--- config.mk ---
export PLATFORM = sky130hd
export DESIGN_NAME = wb_stage_buffered_flat
export DESIGN_NICKNAME = d
export VERILOG_FILES = /design/src/rtl/wb_stage_if.sv /design/src/rtl/wb_stage_buffered.sv /design/src/flat_wrapper.sv
export SDC_FILE = /design/constraint.sdc
export NUM_CORES = 1
export LEC_CHECK = 0
export BUFFER_PORTS_ARGS = -buffer_cell sky130_fd_sc_hd__buf_2
export CAP_MARGIN = 20
export CORE_MARGIN = 5
export CORE_UTILIZATION = 46
export CTS_CLUSTER_DIAMETER = 150
export DETAILED_ROUTE_END_ITERATION = 16
export GPL_TIMING_DRIVEN = 1
export PLACE_DENSITY = 0.75
export SYNTH_ARGS = -nofsm -noshare
export SYNTH_HDL_FRONTEND = slang
export SYNTH_SLANG_ARGS = --single-unit
--- constraint.sdc ---
create_clock -name clk -period 2.5 [get_ports clk]
set_input_delay 0.375 -clock clk [delete_from_list [all_inputs] [get_ports clk]]
set_output_delay 0.375 -clock clk [all_outputs]
set_load 0.02 [all_outputs]
--- src/rtl/wb_stage_if.sv ---
// Write-back stage bus: MEM-stage inputs, register-file write port, hazard query.
interface wb_stage_if #(
    parameter int DATA_W = 32,
    parameter int DEST_W = 4,
    parameter int DEPTH  = 2
);
    logic                       in_valid;
    logic                       in_ready;
    logic                       wb_en_in;
    logic                       mem_r_en;
    logic [DATA_W-1:0]          alu_res;
    logic [DATA_W-1:0]          mem_data;
    logic [1:0]                 mem_size;
    logic                       mem_signed;
    logic [1:0]                 byte_off;
    logic [DEST_W-1:0]          dest_in;
    logic                       rf_ready;
    logic                       wb_en_out;
    logic [DEST_W-1:0]          wb_dest;
    logic [DATA_W-1:0]          wb_value;
    logic [DEST_W-1:0]          hz_src1;
    logic [DEST_W-1:0]          hz_src2;
    logic                       hz_hit1;
    logic                       hz_hit2;
    logic [$clog2(DEPTH):0]     count;

    modport master (
        output in_valid, wb_en_in, mem_r_en, alu_res, mem_data, mem_size,
               mem_signed, byte_off, dest_in, rf_ready, hz_src1, hz_src2,
        input  in_ready, wb_en_out, wb_dest, wb_value, hz_hit1, hz_hit2, count
    );

    modport slave (
        input  in_valid, wb_en_in, mem_r_en, alu_res, mem_data, mem_size,
               mem_signed, byte_off, dest_in, rf_ready, hz_src1, hz_src2,
        output in_ready, wb_en_out, wb_dest, wb_value, hz_hit1, hz_hit2, count
    );
endinterface

--- src/rtl/wb_stage_buffered.sv ---
// Write-back stage: load extract/extend, DEPTH-entry queue to the register file; 1-cycle min latency.
// Backpressure: rf_ready holds the head; in_ready drops only when full (independent of rf_ready).
module wb_stage_buffered #(
    parameter int DATA_W = 32,
    parameter int DEST_W = 4,
    parameter int DEPTH  = 2
) (
    input  logic        clk,
    input  logic        rst_n,
    wb_stage_if.slave   bus
);
    localparam int PTR_W = $clog2(DEPTH);
    localparam int CNT_W = PTR_W + 1;

    logic [PTR_W-1:0]  wr_ptr;
    logic [PTR_W-1:0]  rd_ptr;
    logic [CNT_W-1:0]  cnt;
    logic [DEPTH-1:0]  occ;
    logic [DEST_W-1:0] dest_q [DEPTH];
    logic [DATA_W-1:0] val_q  [DEPTH];

    logic [7:0]        b_lane;
    logic [15:0]       h_lane;
    logic [DATA_W-1:0] ld_val;
    logic [DATA_W-1:0] in_val;
    logic              ready;
    logic              head_vld;
    logic              push;
    logic              pop;
    logic              hit1;
    logic              hit2;

    assign ready    = (cnt < CNT_W'(DEPTH));
    assign head_vld = (cnt != '0);
    assign push     = bus.in_valid & ready & bus.wb_en_in;
    assign pop      = head_vld & bus.rf_ready;

    always_comb begin
        b_lane = bus.mem_data[7:0];
        case (bus.byte_off)
            2'd1:    b_lane = bus.mem_data[15:8];
            2'd2:    b_lane = bus.mem_data[23:16];
            2'd3:    b_lane = bus.mem_data[31:24];
            default: b_lane = bus.mem_data[7:0];
        endcase
        // Halfword lane picks on byte_off[1] only; misaligned bit 0 is ignored.
        h_lane = bus.byte_off[1] ? bus.mem_data[31:16] : bus.mem_data[15:0];
        case (bus.mem_size)
            2'b01:   ld_val = {{(DATA_W-16){bus.mem_signed & h_lane[15]}}, h_lane};
            2'b10:   ld_val = {{(DATA_W-8){bus.mem_signed & b_lane[7]}}, b_lane};
            default: ld_val = bus.mem_data;
        endcase
        in_val = bus.mem_r_en ? ld_val : bus.alu_res;
    end

    // Push and pop never target the same slot: that needs count 0 (no pop) or full (no push).
    always_ff @(posedge clk or negedge rst_n) begin
        if (!rst_n) begin
            wr_ptr <= '0;
            rd_ptr <= '0;
            cnt    <= '0;
            occ    <= '0;
        end else begin
            if (push) begin
                wr_ptr      <= wr_ptr + 1'b1;
                occ[wr_ptr] <= 1'b1;
            end
            if (pop) begin
                rd_ptr      <= rd_ptr + 1'b1;
                occ[rd_ptr] <= 1'b0;
            end
            case ({push, pop})
                2'b10:   cnt <= cnt + 1'b1;
                2'b01:   cnt <= cnt - 1'b1;
                default: cnt <= cnt;
            endcase
        end
    end

    always_ff @(posedge clk) begin
        if (push) begin
            dest_q[wr_ptr] <= bus.dest_in;
            val_q[wr_ptr]  <= in_val;
        end
    end

    always_comb begin
        hit1 = 1'b0;
        hit2 = 1'b0;
        for (int i = 0; i < DEPTH; i++) begin
            if (occ[i] && (dest_q[i] == bus.hz_src1)) hit1 = 1'b1;
            if (occ[i] && (dest_q[i] == bus.hz_src2)) hit2 = 1'b1;
        end
    end

    assign bus.in_ready  = ready;
    assign bus.wb_en_out = head_vld;
    assign bus.wb_dest   = head_vld ? dest_q[rd_ptr] : '0;
    assign bus.wb_value  = head_vld ? val_q[rd_ptr]  : '0;
    assign bus.hz_hit1   = hit1;
    assign bus.hz_hit2   = hit2;
    assign bus.count     = cnt;
endmodule

--- src/flat_wrapper.sv ---
// flat-port wrapper written by rule: the top's interface ports become plain ports
module wb_stage_buffered_flat 
#(
    parameter int DATA_W = 32,
    parameter int DEST_W = 4,
    parameter int DEPTH  = 2
)
  (clk, rst_n, bus_in_valid, bus_wb_en_in, bus_mem_r_en, bus_alu_res, bus_mem_data, bus_mem_size, bus_mem_signed, bus_byte_off, bus_dest_in, bus_rf_ready, bus_hz_src1, bus_hz_src2, bus_in_ready, bus_wb_en_out, bus_wb_dest, bus_wb_value, bus_hz_hit1, bus_hz_hit2, bus_count);
  wb_stage_if #(.DATA_W(DATA_W), .DEST_W(DEST_W), .DEPTH(DEPTH)) bus_i ();
  input  logic clk;
  input  logic rst_n;
  input wire logic [$bits(bus_i.in_valid)-1:0] bus_in_valid;
  input wire logic [$bits(bus_i.wb_en_in)-1:0] bus_wb_en_in;
  input wire logic [$bits(bus_i.mem_r_en)-1:0] bus_mem_r_en;
  input wire logic [$bits(bus_i.alu_res)-1:0] bus_alu_res;
  input wire logic [$bits(bus_i.mem_data)-1:0] bus_mem_data;
  input wire logic [$bits(bus_i.mem_size)-1:0] bus_mem_size;
  input wire logic [$bits(bus_i.mem_signed)-1:0] bus_mem_signed;
  input wire logic [$bits(bus_i.byte_off)-1:0] bus_byte_off;
  input wire logic [$bits(bus_i.dest_in)-1:0] bus_dest_in;
  input wire logic [$bits(bus_i.rf_ready)-1:0] bus_rf_ready;
  input wire logic [$bits(bus_i.hz_src1)-1:0] bus_hz_src1;
  input wire logic [$bits(bus_i.hz_src2)-1:0] bus_hz_src2;
  output wire logic [$bits(bus_i.in_ready)-1:0] bus_in_ready;
  output wire logic [$bits(bus_i.wb_en_out)-1:0] bus_wb_en_out;
  output wire logic [$bits(bus_i.wb_dest)-1:0] bus_wb_dest;
  output wire logic [$bits(bus_i.wb_value)-1:0] bus_wb_value;
  output wire logic [$bits(bus_i.hz_hit1)-1:0] bus_hz_hit1;
  output wire logic [$bits(bus_i.hz_hit2)-1:0] bus_hz_hit2;
  output wire logic [$bits(bus_i.count)-1:0] bus_count;
  assign bus_i.in_valid = bus_in_valid;
  assign bus_i.wb_en_in = bus_wb_en_in;
  assign bus_i.mem_r_en = bus_mem_r_en;
  assign bus_i.alu_res = bus_alu_res;
  assign bus_i.mem_data = bus_mem_data;
  assign bus_i.mem_size = bus_mem_size;
  assign bus_i.mem_signed = bus_mem_signed;
  assign bus_i.byte_off = bus_byte_off;
  assign bus_i.dest_in = bus_dest_in;
  assign bus_i.rf_ready = bus_rf_ready;
  assign bus_i.hz_src1 = bus_hz_src1;
  assign bus_i.hz_src2 = bus_hz_src2;
  assign bus_in_ready = bus_i.in_ready;
  assign bus_wb_en_out = bus_i.wb_en_out;
  assign bus_wb_dest = bus_i.wb_dest;
  assign bus_wb_value = bus_i.wb_value;
  assign bus_hz_hit1 = bus_i.hz_hit1;
  assign bus_hz_hit2 = bus_i.hz_hit2;
  assign bus_count = bus_i.count;
  wb_stage_buffered #(.DATA_W(DATA_W), .DEST_W(DEST_W), .DEPTH(DEPTH)) u_core (.clk(clk), .rst_n(rst_n), .bus(bus_i));
endmodule
---- Word-level counts from Yosys, hierarchy flattened ----
Memories as Yosys holds them, arrays and structs flattened.
Index checks and enable logic that the tools add are counted.
storage, ports and cells
  input port bits ......................... 87
  memories ................................ 2
  RAM bits ................................ 72
  bits in read-only memories .............. 0
  latch bits .............................. 0
  register bits ........................... 6
operators by class
  shift-type cells ........................ 0
  magnitude comparators ................... 5
  bitwise logic cells ..................... 8
  add/subtract/negate cells ............... 4
  muxes and demuxes ....................... 19
  div/mod/pow operators ................... 0
  multipliers ............................. 0
  eq/ne operators ......................... 11
  reductions and logical operators ........ 8
memory list
  name           words  bits a word  read ports  clocked after memory_dff  write ports  RTL line                 source
  u_core.val_q   2      32           1           0                         1            wb_stage_buffered.sv:20  logic [DATA_W-1:0] val_q [DEPTH];
  u_core.dest_q  2      4            3           0                         1            wb_stage_buffered.sv:19  logic [DEST_W-1:0] dest_q [DEPTH];
operators by type and width
  operator               number
  $mux W32               2
  $pmux W32 S2           1
  $pmux W8 S3            1
  $eq A4 B4 Y1           4
  $mux W16               1
  $eq A2 B2 Y1 const B   4
  $mux W1                8
  $eq A2 B1 Y1 const B   3
  $logic_and A1 B1 Y1    6
  $and A1 B1 Y1          5
  $lt A1 B2 Y1 const B   2
  $mux W2                2
  $mux W4                1
  $pmux W2 S2            1
  $reduce_bool A2 Y1     2
  $add A1 B1 Y1 const B  2
  $add A2 B1 Y2 const B  1
  $and A2 B2 Y2          1
  $demux W1 S1           2
  $ge A1 B1 Y1 const B   2
  $lt A2 B2 Y1 const B   1
  $not A2 Y2             1
  $or A2 B2 Y2           1
  $sub A2 B1 Y2 const B  1

---- Logic depth before layout (Yosys ltp) ----
  word-level depth ........................ 8
  gate-level depth with buffers ........... 8
  gate-level depth less buffers ........... 8

---- Least setup slack after synthesis ----
No wires, ideal clock.
  path kind ............................... flip-flop to flip-flop
  start ................................... register u_core.cnt[1] (netlist: u_core.bus.count[1])
  end ..................................... memory u_core.dest_q[1][0] (enable)
  arrival time ............................ 2449 ps
  path slack .............................. -380 ps
  clock period less this slack ............ 2880 ps
  library setup time ...................... 431 ps
  path buffers ............................ 0
  stages on the path, launching flop included .. 4
  cells stage by stage .................... dfrtp_1 inv_1 nand3_1 nor2_1
on the way
  cells in the longest elaborated chain, start to end .. 5
ends and longest elaborated chain
  what                           RTL line                 source
  start: declaration             wb_stage_buffered.sv:17  logic [CNT_W-1:0] cnt;
  start signal: assignment       wb_stage_buffered.sv:73  2'b10: cnt <= cnt + 1'b1;
  start signal: assignment       wb_stage_buffered.sv:74  2'b01: cnt <= cnt - 1'b1;
  start signal: assignment       wb_stage_buffered.sv:75  default: cnt <= cnt;
  $lt A2 B2 Y1                   wb_stage_buffered.sv:33  assign ready = (cnt < CNT_W'(DEPTH));
  named net bus_in_ready         flat_wrapper.sv:24       output wire logic [$bits(bus_i.in_ready)-1:0] bus_in_ready;
  $and A1 B1 Y1 (2 in series)    wb_stage_buffered.sv:35  assign push = bus.in_valid & ready & bus.wb_en_in;
  $mux W1                        wb_stage_buffered.sv:81  if (push) begin
  $mux W1 (implied by the code)  wb_stage_buffered.sv:82  dest_q[wr_ptr] <= bus.dest_in;
  end: declaration               wb_stage_buffered.sv:19
The timed path passes the listed nets, and every way through them passes these cells.

---- Final worst setup path ----
  start ................................... register u_core.rd_ptr
  end ..................................... output bus_wb_value[16]
on the way
  cells in the longest elaborated chain, start to end .. 2
ends and longest elaborated chain
  what                      RTL line                 source
  start: declaration        wb_stage_buffered.sv:16  logic [PTR_W-1:0] rd_ptr;
  start signal: assignment  wb_stage_buffered.sv:69  rd_ptr <= rd_ptr + 1'b1;
  $mem_v2 Z2 W32            -
  $mux W32                  wb_stage_buffered.sv:99  assign bus.wb_value = head_vld ? val_q[rd_ptr] : '0;
  end: declaration          flat_wrapper.sv:27       output wire logic [$bits(bus_i.wb_value)-1:0] bus_wb_value;
No other way between the ends.

==> results.sh <==
export IMPL_status="finished clean"
export IMPL_critPathMaxStageDelay_ps=810
export IMPL_power_density_nw_per_um2=896
export IMPL_end_kind="output pin"
export IMPL_crit_path_top_delay_cell="dfrtp_2"
export IMPL_die_x_microns=104
export IMPL_core_area_sq_um=8680
export IMPL_antenna_cells=0
export IMPL_clk_pin_slew_ps=80
export IMPL_synth_nets=460
export IMPL_ys_ff_latch=78
export IMPL_clk_path_buf_depth=2
export IMPL_synth_avg_cell_area_sq_um=11.0
export IMPL_gp_congestion=0.911
export IMPL_grt_first_pass_wirelength_microns=16800
export IMPL_area_growth_pct=24.2
export IMPL_grt_max_degree=33
export IMPL_placed_area_sq_um=4870
export IMPL_startpoint_type="register"
export IMPL_hold_class="primary input to register"
export IMPL_drv_cap=0
export IMPL_vias_per_cell=5.37
export IMPL_slew_limit_headroom_pct=55.0
export IMPL_wl_per_cell_microns=17.2
export IMPL_cts_htree_levels=3
export IMPL_critPathKind="register to output pin"
export IMPL_rrSetupSlack_ps=690
export IMPL_total_leakage_power_nw=2.19
export IMPL_rsz0062_at_grt="false"
export IMPL_via_count=3276
export IMPL_cts_buffers=9
export IMPL_firstDrtPassIters=5
export IMPL_period_needed_ps=2250
export IMPL_die_h_microns=104
export IMPL_fin_crit_sh_pct=90.1
export IMPL_numPlacedInstances=593
export IMPL_io_buffer_count=128
export IMPL_grt_antenna_before_repair=0
export IMPL_yosys_warnings=0
export IMPL_finalHoldViolCount=0
export IMPL_track_usage_pct=19.3
export IMPL_worstPathRequired_ps=2120
export IMPL_cp_data_arrival_time_ps=1880
export IMPL_cts_tree="yes"
export IMPL_crit_chain="buf_12 > mux2i_1 > nor2_1 > buf_2"
export IMPL_drtIter0Drc=190
export IMPL_ys_seq_area_share_pct=56.7
export IMPL_drc=0
export IMPL_grt_pass1_vias=3442
export IMPL_clock_sinks=78
export IMPL_grt_overflow=0
export IMPL_post_cts_buffers=0
export IMPL_cp_max_fo=22
export IMPL_fin_cells=610
export IMPL_stdcell_area_sq_um=5060
export IMPL_num_rows=34
export IMPL_synth_cell_types=30
export IMPL_clk_latency_ps=340
export IMPL_dp_hpwl_microns=8010
export IMPL_start_util_pct=47.0
export IMPL_wirelength_microns=10500
export IMPL_setup_viol=0
export IMPL_max_freq_mhz=444
export IMPL_cts_root_buf="clkbuf_8"
export IMPL_skew_ps=7.27
export IMPL_final_layout_size_suffix_gt1_share_pct=33.5
export IMPL_synth_area_sq_um=4080
export IMPL_nets=587
export IMPL_tightest_slew_ps=675
export IMPL_io_pins=129
export IMPL_finalMaxSlewViolations=0
export IMPL_fp_dieArea_sq_um=10800
export IMPL_drtAntennaViolNets=0
export IMPL_synthCells=370
export IMPL_ir_drop_mv=0.348
-- repair_timing --
action,in CTS,in global routing
setup endpoints to repair,0,0
resized for setup,0,0
hold buffers,1,0
endpoints found under the hold margin,6,0
-- report_power, final --
| part | total, W | leakage [nW] | internal (W) | switching [W] |
|---|---|---|---|---|
| Sequential | 0.00179 | 0.726 | 0.00162 | 0.000169 |
| Combinational | 0.00191 | 1.38 | 0.000740 | 0.00117 |
| Clock | 0.000829 | 0.0820 | 0.000367 | 0.000462 |
-- registers in the layout, summed over array words and instances (netlist names) --
signal	count
u_core.dest_q	8
u_core.occ	2
u_core.rd_ptr	1
u_core.wr_ptr	1
u_core.val_q	64
u_core.bus.count	2
-- routing by layer --
metal	part of all wire, %	GRT usage (%)	vias to the layer above	wire, microns
li1	-	-	1585	-
met1	43	24.6	1512	4510
met2	48	31.6	159	4990
met3	7.6	5.40	20	796
met4	2.0	6.48	0	209
met5	0	0	-	0
-- cell type report --
| cell class | count | area [sq um] |
|---|---|---|
| Fill cell | 743 | 3620 |
| Sequential cell | 78 | 2310 |
| Multi-Input combinational cell | 261 | 1640 |
| Timing Repair Buffer | 139 | 763 |
| Tap cell | 108 | 135 |
| Clock buffer | 10 | 128 |
| Clock inverter | 6 | 47.5 |
| Inverter | 8 | 30.0 |
-- kinds of logic (layout without fill, tap and decap cells) --
kind of cell    count (synthesis)  after routing  synth area share, %
compound gates                 68             68                 10.8
xor+xnor                       21             21                 4.51
mux                            45             45                 11.5
buf+inv                        31            163                 3.38
fa+ha+maj                       3              3                0.921
simple gates                  124            124                 12.1
flops                          78             78                 56.7
-- critical path, delay by kind of cell (launching register included) --
kind | cells | cell delay (ps)
buffers and inverters | 2 | 430
multiplexers | 1 | 200
AND/OR/NAND/NOR | 1 | 80
flip-flops | 1 | 810
-- cell usage after synthesis --
cell	instances	share of area, %
nand3b_1	2	0.37
clkbuf_1	15	1.4
mux2_4	2	0.74
buf_2	5	0.61
ha_1	3	0.92
o21ai_1	1	0.12
nand2_1	61	5.6
buf_1	1	0.092
a2bb2oi_1	1	0.21
mux2i_1	36	8.8
inv_1	8	0.74
buf_6	2	0.55
o2111ai_4	1	0.64
a21oi_1	15	1.8
mux2_2	7	1.9
o22a_1	1	0.21
nand3_1	5	0.61
a21oi_2	1	0.21
nor2b_1	1	0.15
o21ai_0	18	2.2
nor2_1	48	4.4
nor3_1	4	0.49
xor2_1	12	2.6
dfrtp_1	6	3.7
and2_1	3	0.46
o22ai_1	14	2.1
edfxtp_1	72	53
a22o_4	1	0.43
a211oi_1	15	2.8
xnor2_1	9	1.9
-- path summary, 6_finish.rpt --
path | startpoint | end | cells past startpoint
worst max-delay path | u_core.rd_ptr | bus_wb_value[16] | 4
worst min-delay path | bus_dest_in[0] | u_core.dest_q[1][0] | 1
worst max register to register | u_core.bus.count[0] | u_core.bus.count[1] | 7
worst min register to register | u_core.bus.count[0] | u_core.bus.count[0] | 1
max in group asynchronous | rst_n | u_core.rd_ptr | 2
min in group asynchronous | rst_n | u_core.occ[1] | 2
-- metrics by stage --
step	setup TNS, ps	worst slack [ps]	total power (W)	hold slack, ps	utilization, %
2_1_floorplan	-27850	-380	0.00303	79.4	-
5_1_grt	0	134	0.00480	204	58.3
6_report	0	247	0.00453	219	58.3
3_5_place_dp	0	355	0.00375	208	56.2
4_1_cts	0	234	0.00458	206	58.3
3_3_place_gp	0	415	0.00373	203	56.2
-- cells in the final DEF (no fill, tap or decap) --
master,n
buf_4,7
nor2_1,45
nand3_1,5
and2_1,3
a2bb2oi_1,1
a21oi_2,1
o2111ai_4,1
mux2_4,2
a211oi_1,15
o21ai_1,1
o22ai_1,14
mux2_2,7
nand2_1,61
clkbuf_8,9
o22a_1,1
clkinvlp_4,2
a21oi_1,15
a22o_4,1
mux2i_1,36
o21ai_0,18
nor2_4,2
dfrtp_2,1
clkbuf_1,1
inv_8,1
nor2_2,1
dlygate4sd3_1,1
nor3_1,4
nand3b_1,2
xor2_1,12
clkinv_4,2
inv_1,8
clkinv_1,1
buf_2,128
dfrtp_1,5
ha_1,3
xnor2_1,9
buf_12,3
nor2b_1,1
edfxtp_1,72
(Power assumes the default switching activity.)
